$ cat src/rtl/fifo_sc_fwft.sv
// Single-clock FIFO with a standard registered read or a first-word-fall-through output stage.
// Level, threshold flags and handshake pulses are all registered and consistent with each other.
module fifo_sc_fwft #(
  parameter int dta_width         = 8,
  parameter int addr_width        = 8,
  parameter int prog_empty_thresh = 1,
  parameter int prog_full_thresh  = 1,
  parameter int fwft              = 0
) (
  input  logic                  clk,
  input  logic                  rst,
  input  logic                  flush,
  input  logic [dta_width-1:0]  din,
  input  logic                  wr_en,
  output logic                  full,
  output logic                  wr_ack,
  output logic                  overflow,
  output logic                  prog_full,
  output logic [dta_width-1:0]  dout,
  input  logic                  rd_en,
  output logic                  empty,
  output logic                  valid,
  output logic                  underflow,
  output logic                  prog_empty,
  output logic [addr_width:0]   level
);
  localparam int LW    = addr_width + 1;
  localparam int DEPTH = 1 << addr_width;
  localparam logic [LW-1:0] DEPTH_LV = LW'(DEPTH);
  localparam logic [LW-1:0] PE_LV    = LW'(prog_empty_thresh);
  localparam logic [LW-1:0] PF_LV    = LW'(DEPTH - prog_full_thresh);
  localparam logic [addr_width-1:0] PTR_ONE = {{(addr_width-1){1'b0}}, 1'b1};

  logic [dta_width-1:0]  r_mem [DEPTH];
  logic [addr_width-1:0] r_wptr, r_rptr;
  logic [LW-1:0]         r_level;
  logic                  r_full, r_empty, r_valid, r_wr_ack, r_overflow;
  logic                  r_underflow, r_prog_full, r_prog_empty;
  logic [dta_width-1:0]  r_dout;

  logic          w_clr, w_wr, w_load, w_dec, w_valid_nxt, w_empty_nxt, w_under;
  logic [LW-1:0] w_level_nxt, w_mem_cnt;

  assign w_clr     = rst | flush;
  assign w_wr      = wr_en & ~r_full & ~w_clr;
  // In FWFT mode the level includes the output stage; this is what remains in RAM.
  assign w_mem_cnt = r_level - {{addr_width{1'b0}}, r_valid};

  always_comb begin
    w_load      = 1'b0;
    w_dec       = 1'b0;
    w_valid_nxt = 1'b0;
    w_under     = 1'b0;
    if (fwft != 0) begin
      w_dec       = rd_en & r_valid;
      w_load      = (~r_valid | w_dec) & (w_mem_cnt != '0);
      w_valid_nxt = w_load | (r_valid & ~w_dec);
      w_under     = rd_en & ~r_valid;
    end else begin
      w_load      = rd_en & ~r_empty;
      w_dec       = w_load;
      w_valid_nxt = w_load;
      w_under     = rd_en & r_empty;
    end
    w_level_nxt = r_level + {{addr_width{1'b0}}, w_wr} - {{addr_width{1'b0}}, w_dec};
    w_empty_nxt = (fwft != 0) ? ~w_valid_nxt : (w_level_nxt == '0);
  end

  always_ff @(posedge clk) begin
    if (w_wr) r_mem[r_wptr] <= din;
  end

  // dout survives a flush so downstream logic keeps the last delivered word.
  always_ff @(posedge clk) begin
    if (rst) begin
      r_dout <= '0;
    end else if (!flush && w_load) begin
      r_dout <= r_mem[r_rptr];
    end
  end

  always_ff @(posedge clk) begin
    if (w_clr) begin
      r_wptr       <= '0;
      r_rptr       <= '0;
      r_level      <= '0;
      r_full       <= 1'b0;
      r_empty      <= 1'b1;
      r_valid      <= 1'b0;
      r_wr_ack     <= 1'b0;
      r_overflow   <= 1'b0;
      r_underflow  <= 1'b0;
      r_prog_empty <= 1'b1;
      r_prog_full  <= (PF_LV == '0);
    end else begin
      if (w_wr)   r_wptr <= r_wptr + PTR_ONE;
      if (w_load) r_rptr <= r_rptr + PTR_ONE;
      r_level      <= w_level_nxt;
      r_full       <= (w_level_nxt == DEPTH_LV);
      r_empty      <= w_empty_nxt;
      r_valid      <= w_valid_nxt;
      r_wr_ack     <= w_wr;
      r_overflow   <= wr_en & r_full;
      r_underflow  <= w_under;
      r_prog_empty <= (w_level_nxt <= PE_LV);
      r_prog_full  <= (w_level_nxt >= PF_LV);
    end
  end

  assign full       = r_full;
  assign wr_ack     = r_wr_ack;
  assign overflow   = r_overflow;
  assign prog_full  = r_prog_full;
  assign dout       = r_dout;
  assign empty      = r_empty;
  assign valid      = r_valid;
  assign underflow  = r_underflow;
  assign prog_empty = r_prog_empty;
  assign level      = r_level;
endmodule

$ cat config.mk
export PLATFORM = sky130hd
export DESIGN_NAME = fifo_sc_fwft
export DESIGN_NICKNAME = d
export VERILOG_FILES = /design/src/rtl/fifo_sc_fwft.sv
export SDC_FILE = /design/constraint.sdc
export NUM_CORES = 2
export LEC_CHECK = 0
export BUFFER_PORTS_ARGS = -buffer_cell sky130_fd_sc_hd__clkbuf_2
export CAP_MARGIN = 10
export CORE_AREA = 2 2 574 576
export CTS_BUF_LIST = sky130_fd_sc_hd__clkbuf_16
export DETAILED_ROUTE_END_ITERATION = 10
export DIE_AREA = 0 0 576 578
export GPL_TIMING_DRIVEN = 1
export PLACE_DENSITY = 0.49
export REMOVE_ABC_BUFFERS = 1
export SYNTH_ARGS = -nofsm -noshare
export SYNTH_HDL_FRONTEND = slang
export SYNTH_SLANG_ARGS = --single-unit
$ cat constraint.sdc
create_clock -name clk -period 6 [get_ports clk]
set_input_delay 1.5 -clock clk [delete_from_list [all_inputs] [get_ports clk]]
set_output_delay 1.5 -clock clk [all_outputs]
set_load 0.01 [all_outputs]
==> implementation parameters <==
Parameter                              Value

STA
  Slew headroom    20.44%
  Period utilisation layout    between 60% and 70%
  Final setup skew    0.09351 ns
  Tmin final    4.153 ns
  Final hold violations    0
  # setup viols final    0
  Slew at the pin with the worst max-slew slack    1.191 ns
  Post-layout worst setup margin    1.847 ns
  Minimum hold slack    0.5251 ns
  Final slew viol count    0
  Upper clock frequency limit    between 200 and 250 MHz
  Unrepaired setup endpoints after global routing    false

Synthesis
  Top flip-flop cell by instance count after synthesis    sky130_fd_sc_hd__edfxtp_1
  Synth warnings    0
  Proportion of netlist area held by the largest area contributor    75.67%
  Share of synthesized area occupied by flip-flops and latches    76.68%
  Main combinational cell family by area after synthesis    multiplexers
  Xor and xnor fraction of the mapped netlist area    less than 1%
  Cell area after technology mapping    0.08127 mm^2
  Number of flip-flops and latches in the synthesized netlist    2089
  Synthesized-area fraction occupied by ao, oa, aoi and oai cells    2.773%
  Synth top area cells    sky130_fd_sc_hd__edfxtp_1 (76%), sky130_fd_sc_hd__mux4_2 (13%), sky130_fd_sc_hd__mux2i_1 (2.5%)
  Yosys cell types    50
  Post-synth EDFFs    2048
  Async set-or-reset flop fraction in the synthesized netlist    0%
  Gate count of the mapped netlist    3934
  Mapped Avg Cell Area    a little over 20 um^2
  Post-synthesis mux area share    15.80%
  Biggest area consumer among synthesized cells    sky130_fd_sc_hd__edfxtp_1
  Adder-Cell Fraction of Synth Area    0.2402%
  Simple-gate share of the synthesized area    around 2.8%

Final layout
  Most common cell after layout, fill and taps aside    sky130_fd_sc_hd__edfxtp_1
  Leading cell types in the layout, fill and taps excluded    sky130_fd_sc_hd__edfxtp_1 (2048), sky130_fd_sc_hd__mux4_2 (478), sky130_fd_sc_hd__nor2_1 (294)
  Net count of the finished layout    4062
  Relative area change from synthesis to final layout    15.51%
  Fill cell instance count of the final layout    31899
  Fraction of layout instances using a drive strength above 1    22.45%

Routing
  Router iterations before antenna repair    6
  Post-detailed-route count of antenna-violating nets    0
  DR vias/cell    4.586
  Final wirelength    219.4 mm
  DRC Markers    0
  First-iteration detailed-routing DRC count    4040
  Drt wl/cell    25.65 um
  Via count of the routed design    39242

Floorplan
  Standard-cell row count    210
  Area of the core    0.3263 mm^2
  Starting density of the core    24.90%
  I/O Pins    38
  Die boundary height    ~580 um
  Width of the die    576 um
  Die ar.    0.3329 mm^2

Setup path
  Type of element capturing the critical path    register
  R2R Path Start    r_rptr[0]
  Data arrival time of the worst path    4.88 ns
  Critical register-to-register path endpoint    dout[2]
  Number of cells on the worst reg-to-reg path    8
  Worst Setup Start Kind    input port
  Critical path origin    rst
  Category of the critical setup timing path    in2reg
  Register-to-Register Setup Slack    1.98 ns
  Data required time of the critical path    6.73 ns
  Maximum fanout along the worst path    9

Placed design
  Pre-CTS setup slack    0.9667 ns
  Number of port buffers    37
  Weighted congestion reported at the end of routability-driven placement    0.8341
  Half-perimeter wire length after detailed placement    133.0 mm

Clock network
  CTS Root Buffer Type    sky130_fd_sc_hd__clkbuf_16
  Total setup buffers inserted after CTS    0
  Hold_buf cts    0
  CTS Buffer Depth    4
  Htree depth    4
  Clock-pin slew on the worst setup and hold paths    0.07 ns
  Later-pin clock latency in the skew report    a little under 0.9 ns
  Clock tree from TritonCTS    done
  Number of CTS-inserted buffers    ~220
  TritonCTS Sinks    2089
  Post-CTS resize count    0

GRT
  Maximum number of pins on one net before global-route repair    between 100 and 150
  Overall fraction of global-route tracks in use    12.94%
  Global-route congestion overflow total    0
  Antenna violations before repair    7
  Wire length of the first global-routing pass    312.7 mm
  Number of global-route vias before repair    between 40000 and 50000

Run status
  Run status    completed

Pwr
  Power density over cell area    320.9 mW/mm^2
  Maximum ir drop on the vdd rail    approximately 0.26 mV
  Cell leakage power    27.25 nW
  Final total power    30.12 mW

Hold path
  Worst hold stages    1
  Classification of the worst-slack hold path    reg2reg
  Hold wc startpoint    empty
  Capture endpoint of the worst hold path    underflow

Flow run
  Maximum Capacitance Violations    0
==> state kept, by name, indices dropped and copies added, names as in the netlist <==
register / cells
full: 1
overflow: 1
prog_empty: 1
r_wptr: 8
r_rptr: 8
wr_ack: 1
r_mem: 2048
prog_full: 1
empty: 1
underflow: 1
dout: 8
level: 9
valid: 1
==> stage by stage <==
step,setup TNS [ns],utilization [%],std cells,instance area (um^2)
6_report,0,28.77,8556,93880
5_1_grt,0,28.77,8555,93870
4_1_cts,0,28.77,8555,93870
3_5_place_dp,0,26.62,8160,86880
3_3_place_gp,0,26.62,8160,86880
2_1_floorplan,-303.43,-,3692,80150
==> cell type report <==
| class | count | area (um^2) | share of cell area, % |
|---|---|---|---|
| Tap cell | 4346 | 5438 | 5.792 |
| Clock inverter | 176 | 1510 | 1.609 |
| Antenna cell | 1 | 2.502 | 0.002666 |
| Timing Repair Buffer | 122 | 1191 | 1.269 |
| Multi-Input combinational cell | 1586 | 17850 | 19.01 |
| Inverter | 17 | 71.32 | 0.07597 |
| Sequential cell | 2089 | 62340 | 66.40 |
| Clock buffer | 219 | 5480 | 5.838 |
==> worst max path at each step <==
| stage | endpoint | slack [ns] |
|---|---|---|
| after CTS | dout[2] | 1.87 |
| after global placement | empty | 0.92 |
| final | full | 1.85 |
| after floorplan | dout[2] | -19.39 |
| after global routing | full | 1.57 |
| after detailed placement | full | 0.97 |
==> metal layers <==
layer / global-route usage, % / share of wire, % / up-vias
met3: 2.341 / 6.0 / 308
li1: - / - / 16533
met4: 3.824 / 3.0 / 0
met5: 0 / 0 / -
met2: 21.25 / 48 / 1237
met1: 17.45 / 43 / 21164
==> cell families (layout without fill, tap and decap cells) <==
family / after synthesis / in the layout
mux: 685 / 685
buf+inv: 259 / 534
other cells: 0 / 1
compound gates: 319 / 319
xor+xnor: 19 / 19
simple gates: 548 / 548
flops: 2089 / 2089
fa+ha+maj: 15 / 15
==> cell usage after synthesis, drive strengths merged (18+ instances only) <==
cell type	number
mux4	478
edfxtp	2048
nor2	295
a211oi	51
nand3	36
a21oi	44
nand4	21
o21ai	41
o221ai	92
and2	18
clkbuf	130
dfxtp	41
mux2i	207
o22ai	46
buf	112
nand2	127
==> where the power goes <==
group	internal [mW]	leakage, nW	switching, mW	total (mW)
logic	0.242	4.96	0.528	0.770
clock network	7.58	3.56	5.72	13.3
registers	16.0	18.7	0.0214	16.0
==> worst max-delay path, cell delays in order <==
cell and delay (ns):
sky130_fd_sc_hd__clkbuf_2 0.09, sky130_fd_sc_hd__nor2_1 0.39, sky130_fd_sc_hd__nand2_1 0.12, sky130_fd_sc_hd__nor2_2 0.14, sky130_fd_sc_hd__inv_1 0.18, sky130_fd_sc_hd__ha_1 0.33
sky130_fd_sc_hd__inv_1 0.04, sky130_fd_sc_hd__ha_1 0.20, sky130_fd_sc_hd__fa_1 0.43, sky130_fd_sc_hd__a21o_1 0.17, sky130_fd_sc_hd__a21oi_1 0.25, sky130_fd_sc_hd__o21bai_1 0.10
sky130_fd_sc_hd__a21oi_1 0.19, sky130_fd_sc_hd__xor2_1 0.27, sky130_fd_sc_hd__o2111ai_1 0.22, sky130_fd_sc_hd__nor4_1 0.23
(Power assumes the default switching activity.)
